**src/rtl/spi_pkg.sv**
```systemverilog
// Shared encodings for the SPI command master and the RAM-side slave wrapper.
package spi_pkg;

    localparam int unsigned FRAME_W = 10;
    localparam int unsigned DATA_W  = 8;

    typedef enum logic [1:0] {
        OP_WR_ADDR = 2'b00,
        OP_WR_DATA = 2'b01,
        OP_RD_ADDR = 2'b10,
        OP_RD_DATA = 2'b11
    } op_t;

    typedef enum logic [2:0] {
        StIdle,
        StSel,
        StShift,
        StTurn,
        StRecv,
        StGap
    } master_state_t;

    // Read-data frames carry no payload; the slave expects zeros there.
    function automatic logic [FRAME_W-1:0] pack_word(input op_t op,
                                                     input logic [DATA_W-1:0] data);
        logic [DATA_W-1:0] payload;
        payload = (op == OP_RD_DATA) ? '0 : data;
        return {op, payload};
    endfunction

endpackage

```
**src/rtl/spi_shift_reg.sv**
```systemverilog
// Parallel-load shifter, MSB first: serial out from the top bit, serial in at the bottom.
module spi_shift_reg #(
    parameter int unsigned WIDTH = 8
) (
    input  logic             i_clk,
    input  logic             i_rst,
    input  logic             i_load,
    input  logic [WIDTH-1:0] i_load_data,
    input  logic             i_shift,
    input  logic             i_serial,
    output logic             o_serial,
    output logic [WIDTH-1:0] o_data
);

    logic [WIDTH-1:0] r_data;

    always_ff @(posedge i_clk or posedge i_rst) begin
        if (i_rst) begin
            r_data <= '0;
        end else if (i_load) begin
            r_data <= i_load_data;
        end else if (i_shift) begin
            r_data <= {r_data[WIDTH-2:0], i_serial};
        end
    end

    assign o_serial = r_data[WIDTH-1];
    assign o_data   = r_data;

endmodule

```
**src/rtl/spi_cmd_master.sv**
```systemverilog
// Command-driven SPI master: serialises one {op, data} frame per host handshake and
// captures the slave's reply byte on read-data frames.
module spi_cmd_master
    import spi_pkg::*;
#(
    parameter int unsigned TURN_CYC = 1,
    parameter int unsigned GAP_CYC  = 1
) (
    input  logic              i_clk,
    input  logic              i_rst,
    input  logic              i_cmd_valid,
    output logic              o_cmd_ready,
    input  logic [1:0]        i_cmd_op,
    input  logic [DATA_W-1:0] i_cmd_data,
    output logic              o_rsp_valid,
    output logic [DATA_W-1:0] o_rsp_data,
    output logic              o_busy,
    output logic              o_ss_n,
    output logic              o_mosi,
    input  logic              i_miso
);

    localparam logic [3:0] LAST_BIT  = 4'(FRAME_W - 1);
    localparam logic [3:0] TURN_LAST = 4'(TURN_CYC - 1);
    localparam logic [3:0] RECV_LAST = 4'(DATA_W - 1);
    localparam logic [3:0] GAP_LAST  = 4'(GAP_CYC - 1);

    master_state_t     r_state;
    op_t               r_op;
    logic [3:0]        r_cnt;
    logic              r_cmd_ready;
    logic              r_ss_n;
    logic              r_mosi;
    logic              r_rsp_valid;
    logic [DATA_W-1:0] r_rsp_data;

    logic               w_accept;
    logic               w_tx_shift;
    logic               w_tx_msb;
    logic               w_rx_shift;
    logic               w_rx_msb;
    logic [FRAME_W-1:0] w_word;
    logic [FRAME_W-1:0] w_tx_data;
    logic [DATA_W-1:0]  w_rx_data;
    logic               w_unused;

    assign w_accept   = (r_state == StIdle) && r_cmd_ready && i_cmd_valid;
    assign w_word     = pack_word(op_t'(i_cmd_op), i_cmd_data);
    // The SEL cycle repeats word[9], so the shifter advances one bit ahead of MOSI.
    assign w_tx_shift = (r_state == StSel) || ((r_state == StShift) && (r_cnt != LAST_BIT));
    assign w_rx_shift = (r_state == StRecv);
    assign w_unused   = ^{w_tx_data, w_rx_msb};

    spi_shift_reg #(
        .WIDTH(FRAME_W)
    ) u_tx_shift (
        .i_clk      (i_clk),
        .i_rst      (i_rst),
        .i_load     (w_accept),
        .i_load_data(w_word),
        .i_shift    (w_tx_shift),
        .i_serial   (1'b0),
        .o_serial   (w_tx_msb),
        .o_data     (w_tx_data)
    );

    spi_shift_reg #(
        .WIDTH(DATA_W)
    ) u_rx_shift (
        .i_clk      (i_clk),
        .i_rst      (i_rst),
        .i_load     (1'b0),
        .i_load_data('0),
        .i_shift    (w_rx_shift),
        .i_serial   (i_miso),
        .o_serial   (w_rx_msb),
        .o_data     (w_rx_data)
    );

    always_ff @(posedge i_clk or posedge i_rst) begin
        if (i_rst) begin
            r_state     <= StIdle;
            r_op        <= OP_WR_ADDR;
            r_cnt       <= '0;
            r_cmd_ready <= 1'b0;
            r_ss_n      <= 1'b1;
            r_mosi      <= 1'b0;
            r_rsp_valid <= 1'b0;
            r_rsp_data  <= '0;
        end else begin
            r_rsp_valid <= 1'b0;
            unique case (r_state)
                StIdle: begin
                    r_cnt <= '0;
                    if (w_accept) begin
                        r_state     <= StSel;
                        r_op        <= op_t'(i_cmd_op);
                        r_cmd_ready <= 1'b0;
                        r_ss_n      <= 1'b0;
                        r_mosi      <= i_cmd_op[1];
                    end else begin
                        r_cmd_ready <= 1'b1;
                    end
                end
                StSel: begin
                    r_state <= StShift;
                    r_cnt   <= '0;
                    r_mosi  <= w_tx_msb;
                end
                StShift: begin
                    if (r_cnt == LAST_BIT) begin
                        r_cnt  <= '0;
                        r_mosi <= 1'b0;
                        if (r_op == OP_RD_DATA) begin
                            r_state <= StTurn;
                        end else begin
                            r_state <= StGap;
                            r_ss_n  <= 1'b1;
                        end
                    end else begin
                        r_cnt  <= r_cnt + 4'd1;
                        r_mosi <= w_tx_msb;
                    end
                end
                StTurn: begin
                    if (r_cnt == TURN_LAST) begin
                        r_cnt   <= '0;
                        r_state <= StRecv;
                    end else begin
                        r_cnt <= r_cnt + 4'd1;
                    end
                end
                StRecv: begin
                    if (r_cnt == RECV_LAST) begin
                        // Last sample goes straight into the response, bypassing the shifter.
                        r_cnt       <= '0;
                        r_state     <= StGap;
                        r_ss_n      <= 1'b1;
                        r_rsp_valid <= 1'b1;
                        r_rsp_data  <= {w_rx_data[DATA_W-2:0], i_miso};
                    end else begin
                        r_cnt <= r_cnt + 4'd1;
                    end
                end
                StGap: begin
                    if (r_cnt == GAP_LAST) begin
                        r_cnt       <= '0;
                        r_state     <= StIdle;
                        r_cmd_ready <= 1'b1;
                    end else begin
                        r_cnt <= r_cnt + 4'd1;
                    end
                end
                default: begin
                    r_state <= StIdle;
                end
            endcase
        end
    end

    assign o_cmd_ready = r_cmd_ready;
    assign o_ss_n      = r_ss_n;
    assign o_mosi      = r_mosi;
    assign o_rsp_valid = r_rsp_valid;
    assign o_rsp_data  = r_rsp_data;
    assign o_busy      = (r_state != StIdle) && !i_rst;

endmodule

```
**config.mk**
```make
export PLATFORM = sky130hd
export DESIGN_NAME = spi_cmd_master
export DESIGN_NICKNAME = d
export VERILOG_FILES = /design/src/rtl/spi_pkg.sv /design/src/rtl/spi_shift_reg.sv /design/src/rtl/spi_cmd_master.sv
export SDC_FILE = /design/constraint.sdc
export NUM_CORES = 1
export LEC_CHECK = 0
export BUFFER_PORTS_ARGS = -buffer_cell sky130_fd_sc_hd__buf_4
export CAP_MARGIN = 0
export CORE_UTILIZATION = 25
export DETAILED_ROUTE_END_ITERATION = 6
export PLACE_DENSITY = 0.47
export REMOVE_ABC_BUFFERS = 1
export SLEW_MARGIN = 40
export SYNTH_ARGS = -nofsm -noshare
export SYNTH_HDL_FRONTEND = slang
export SYNTH_SLANG_ARGS = --single-unit
```
**constraint.sdc**
```tcl
create_clock -name i_clk -period 4.9 [get_ports i_clk]
set_input_delay 0.49 -clock i_clk [delete_from_list [all_inputs] [get_ports i_clk]]
set_output_delay 0.49 -clock i_clk [all_outputs]
set_load 0.02 [all_outputs]
```
# After elaboration in Yosys (flattened, before gate mapping)
# Cells that the tools add are included.
# classes
n_addsub	1
n_eq_ne	16
mux	27
reduce_logical	22
# ops
operator	n
$mux 10	2
$mux 3	6
$pmux 3 s6	1
$pmux 4 s4	1
$mux 4	3
$mux 1	10
$reduce_and 5->1	2
$reduce_bool 3->1	3
$mux 8	1
$ne 2x2->1 const B	4
$reduce_and 2->1	4
$eq 3x2->1 const B	2
$eq 3x3->1 const B	2
$pmux 1 s3	2
$add 4x1->4 const B	1
$eq 2x2->1 const B	2
$eq 4x3->1 const B	1
$eq 4x4->1 const B	1
$logic_and 1x1->1	4
$logic_not 4->1	1
$ne 2x1->1 const B	2
$ne 4x4->1 const B	1
$reduce_bool 2->1	2
$reduce_bool 4->1	1
other kinds (6)	7
# word_totals
ff_bits	38
inputBits	14
out_inout_bits	13
wordCells	76

# Depth between registers and ports, before layout
# depth
depth_word	5
ltp_mapped	8
ltp_nobuf	7

# By module
# From an unflattened synthesis, not the netlist that was laid out.
# hier_totals
hier_cells	208
area_unflattened_um2	2153.3
# by_module_without_submodules
mod	instances	cells_each	area_each_um2	seq_area_each_um2
spi_cmd_master	1	127	1295.0	526.8
spi_shift_reg at u_tx_shift	1	45	474.2	250.2
spi_shift_reg at u_rx_shift	1	36	384.1	200.2

# Worst setup path after synthesis
# Ideal clock, no wire load.
# synth_path
path_kind	register to register
from	register r_cnt[0]
to	register r_cnt[0]
setup_ns	0.118
arrival_ns	1.533
required_ns	4.782
slack_ns	3.249
path_stages_with_launch	8
n_path_buf	0
period_less_slack_ns	1.651
cell_sequence	dfrtp_1 -> inv_1 -> ha_1 -> or3b_1 -> and3_1 -> o21ai_1 -> nor3_1 -> a21o_1
# synth_between
elab_chain_cells	3
word_cells_on_any_way	8
cone_classes	add/sub: 1; eq/ne: 2; mux: 4; reduce/logical: 1
# synth_rtl
element	line_no	rtl
start: declaration	spi_cmd_master.sv:30	logic [3:0] r_cnt;
start signal: assignment	spi_cmd_master.sv:121	r_cnt <= r_cnt + 4'd1;
start signal: assignment	spi_cmd_master.sv:130	r_cnt <= r_cnt + 4'd1;
start signal: assignment	spi_cmd_master.sv:142	r_cnt <= r_cnt + 4'd1;
$add 4x1->4, or another cell as far along	n/a	
$mux 4 (on tied branches)	n/a	
$pmux 4 s4 (*)	spi_cmd_master.sv:92	unique case (r_state)
# Mark *: on every way between the ends. The rest lies on a longest branch, timed or not.
# A chain may end at the register's enable or synchronous reset.

# Final worst setup path
# layout_path
from	register r_state[2]
to	register u_tx_shift.r_data[2] (netlist: u_tx_shift.o_data[2])
# layout_between
elab_chain_cells	4
word_cells_on_any_way	9
cone_classes	eq/ne: 2; mux: 1; reduce/logical: 6
# layout_rtl
element	line_no	rtl
start: declaration	spi_cmd_master.sv:28	master_state_t r_state;
start signal: assignment	spi_cmd_master.sv:82	r_state <= StIdle;
start signal: assignment	spi_cmd_master.sv:96	r_state <= StSel;
start signal: assignment	spi_cmd_master.sv:106	r_state <= StShift;
$eq 3x2->1 / $logic_not 3->1 (equally long branches)	spi_cmd_master.sv:50, spi_cmd_master.sv:47	
$logic_and 1x1->1 (on tied branches)	spi_cmd_master.sv:50, spi_cmd_master.sv:47	
$logic_or 1x1->1 / $logic_and 1x1->1 (equally long branches)	spi_cmd_master.sv:50, spi_cmd_master.sv:47	
$reduce_bool 2->1 (no source line) / $mux 10 (equally long branches)	n/a	
end signal: assignment	spi_shift_reg.sv:21	r_data <= i_load_data;
end signal: assignment	spi_shift_reg.sv:23	r_data <= {r_data[WIDTH-2:0], i_serial};
end: declaration	spi_shift_reg.sv:15	logic [WIDTH-1:0] r_data;
# Parallel ways exist; a longest one is shown, timed or not.

==> results.py <==
metrics = {
    "global_routing": {
        "grt_pass1_vias": 1332,
        "grt_max_degree": 39,
        "grt_use_total_pct": 10.8,
        "grt_pass1_wl_um": 6400,
        "antenna_found_initial": 0,
        "grt_overflow": 0,
    },
    "flow_run": {
        "drv_cap": 0,
    },
    "placed_design": {
        "gp_congestion": 0.742,
        "portBuffers": 26,
        "detailed_place_hpwl_um": 2520,
        "dpl_cell_area_mm2": 0.00211,
        "pre_cts_ws_ns": 2.61,
    },
    "cells_and_area": {
        "final_nets": 213,
        "fin_area_mm2": 0.00220,
        "fin_util_pct": 31.7,
        "syn2layout_area_growth_pct": 20.5,
        "diodes": 0,
        "drive_above_1_share_pct": 29.2,
    },
    "setup_path": {
        "slowest_stage": "a21oi_1",
        "critical_path.cell_chain": "nor3_1 > nand3_1 > a21oi_1 > a221o_1",
        "critPathKind": "flip-flop to flip-flop",
        "critPathRequiredTime_ns": 5.12,
        "rrSetupSlack_ns": 2.63,
        "timing.rr.end": "u_tx_shift.o_data[2]$_DFFE_PP0P_",
        "critPathLaunchType": "flip-flop",
        "rr_startpoint": "r_state[2]$_DFFE_PP0P_",
        "slowest_delay_ns": 0.63,
        "end_kind": "flip-flop",
        "worstPathMaxFanout": 15,
        "arrival_ns": 2.49,
        "ff2ff_path_depth": 4,
    },
    "route": {
        "via_per_inst": 4.50,
        "drt_first_iter_violations": 46,
        "vias": 1310,
        "drc_errors": 0,
        "routed_wl_um": 3690,
        "first_pass_iters": 4,
        "ant_nets": 0,
        "wl_per_cell_um": 12.7,
    },
    "clocking": {
        "postCtsSetupBuffers": 0,
        "cts.htree.levels": 2,
        "holdBufCountCts": 0,
        "cts_tree": "yes",
        "cts_buffer_depth": 2,
        "cts_buffers": 5,
        "cts_root_buf": "clkbuf_8",
        "cts_resized": 0,
        "worstSkewPairLatency_ns": 0.28,
        "clk_pin_slew_ns": 0.07,
        "numClockSinks": 38,
    },
    "logic_synthesis": {
        "synthCells": 167,
        "syn_area_mm2": 0.00183,
        "syn_area_per_cell_um2": 11.0,
        "yosysSeqAreaShare_pct": 52.1,
        "ys_types": 37,
        "ys_ff_latch": 38,
        "ys_warn_count": 0,
    },
    "floorplanning": {
        "fp.dieH_um": 87.5,
        "design.core.area_mm2": 0.00694,
        "num_rows": 30,
        "die_x_um": 87.5,
        "initial_core_util_pct": 26.3,
        "dieArea_mm2": 0.00766,
        "num_io_pins": 27,
    },
    "power": {
        "power_uw": 1170,
        "p_leak_uw": 0.00105,
        "vdd_drop_max_v": 0.000145,
        "power.density_mw_per_mm2": 531,
    },
    "timing": {
        "slew_headroom_pct": 53.3,
        "worstMarginPinSlew_ns": 0.695,
        "period_needed_ns": 2.27,
        "skew_ns": 0.00560,
        "max_freq_mhz": 441,
        "finalSetupViolations": 0,
        "setup_tns_ns": 0,
        "grt_setup_unrepaired": "no",
        "fin_ws_ns": 2.63,
        "report.final.hold_viol_count": 0,
        "slew_violations": 0,
        "fin_crit_sh_pct": 46.2,
    },
    "outcome": {
        "status": "finished, final reports clean",
    },
    "min_path": {
        "hp-class": "input port to asynchronous set/reset pin",
    },
}
[cells in the final DEF, fill, tap and decap left out]
master    instances
nor4_4            1
nor2b_1           2
buf_4            27
nor3_1            2
o21ai_1           1
nor2_1           10
ha_1              5
nor3b_4           1
a31oi_1           2
clkinv_2          1
mux2_2           15
a22o_1            1
dfstp_2           1
clkbuf_1          1
inv_2             1
nor3b_1           2
a221o_1           7
clkbuf_8          6
a21o_1            4
and3_1            2
o31ai_1           3
o221ai_1          1
a21oi_1          10
inv_1             5
nand3b_1          2
nand2_1          23
dfrtp_1          37
o21ai_0           9
mux2i_1           2
or2_2             2
or3b_1            1
xor2_1            1
a21oi_2           1
a22oi_1           1
and2b_1           1
or3_1             1
nor2_4            1
nand3_1           2
[worst max path at each step]
stage | endpoint | cells past startpoint | from | slack (ns)
5_1_grt | u_tx_shift.o_data[0]$_DFFE_PP0P_ | 5 | r_state[2]$_DFFE_PP0P_ | 2.39
4_1_cts | u_tx_shift.o_data[2]$_DFFE_PP0P_ | 4 | r_state[2]$_DFFE_PP0P_ | 2.59
2_1_floorplan | u_tx_shift.o_data[1]$_DFFE_PP0P_ | 4 | r_state[2]$_DFFE_PP0P_ | 3.09
6_report | u_tx_shift.o_data[2]$_DFFE_PP0P_ | 4 | r_state[2]$_DFFE_PP0P_ | 2.63
3_5_place_dp | u_tx_shift.o_data[1]$_DFFE_PP0P_ | 4 | r_state[2]$_DFFE_PP0P_ | 2.61
3_3_place_gp | u_tx_shift.o_data[3]$_DFFE_PP0P_ | 4 | r_state[2]$_DFFE_PP0P_ | 2.70
[kinds of logic (layout without fill, tap and decap cells)]
family,after synthesis,after routing,share of synthesized area (%)
multiplexers,17,17,10.3
buffers and inverters,13,41,3.42
adder cells (fa/ha/maj),5,5,3.42
XOR/XNOR,1,1,0.479
flip-flops,38,38,52.1
AND/OR/NAND/NOR,53,53,15.6
AO/OA/AOI/OAI,40,40,14.7
[cell usage after synthesis (all sizes together)]
cell / count / area (um2)
nand3b: 2 / 15.0
a21oi: 11 / 58.8
mux2: 15 / 169
a21o: 4 / 30.0
buf: 5 / 32.5
nor2: 11 / 48.8
or3: 1 / 6.26
and2b: 1 / 7.51
or2: 2 / 12.5
a221o: 7 / 70.1
ha: 5 / 62.6
nor3b: 3 / 33.8
or3b: 1 / 8.76
o221ai: 1 / 8.76
nor3: 2 / 10.0
a31oi: 2 / 12.5
nand2: 23 / 86.3
o21ai: 10 / 50.0
inv: 6 / 22.5
nor2b: 2 / 12.5
nor4: 1 / 21.3
a22o: 1 / 8.76
clkbuf: 2 / 7.51
dfstp: 1 / 26.3
nand3: 2 / 10.0
mux2i: 2 / 20.0
dfrtp: 37 / 926
o31ai: 3 / 22.5
a22oi: 1 / 7.51
xor2: 1 / 8.76
and3: 2 / 12.5
[routing by layer]
layer | wire, um | vias to the layer above | GRT usage (%)
met3 | 143 | 5 | 2.92
met4 | 24 | 0 | 3.13
met5 | 0 | - | 0
met2 | 1600 | 21 | 16.6
met1 | 1910 | 638 | 14.9
li1 | - | 646 | -
[final cells by class]
type | count | area [um2]
clock buffer | 7 | 86.3
clock inverter | 1 | 5.00
inverter | 6 | 22.5
timing repair buffer | 27 | 203
fill | 729 | 4740
sequential | 38 | 952
multi-input combinational | 116 | 815
tap | 96 | 120
[report_power, final]
| group | internal, uW | switching [uW] | total, uW |
|---|---|---|---|
| Clock | 114 | 108 | 221 |
| Sequential | 416 | 106 | 522 |
| Combinational | 202 | 225 | 427 |
| Total | 732 | 438 | 1170 |
[through the flow]
| stage | std cells | hold slack, ns |
|---|---|---|
| after floorplan | 160 | 0.467 |
| after global placement | 283 | 0.464 |
| after detailed placement | 283 | 0.471 |
| after CTS | 291 | 0.359 |
| after global routing | 291 | 0.382 |
| final | 291 | 0.332 |
[registers in the layout, indices dropped and copies added, names as in the netlist]
name and cells:
u_tx_shift.o_data 10, o_rsp_data 8, u_rx_shift.o_data 7, r_cnt 4, r_state 3, r_op 2
o_cmd_ready 1, o_mosi 1, o_rsp_valid 1, o_ss_n 1
[worst max-delay path: cells and delay by family, from the launching register on]
family | cells | cell delay (ns)
AO/OA/AOI/OAI | 2 | 0.88
flip-flops | 1 | 0.57
AND/OR/NAND/NOR | 2 | 0.75
Note: power is estimated with default switching activity, not from simulation.
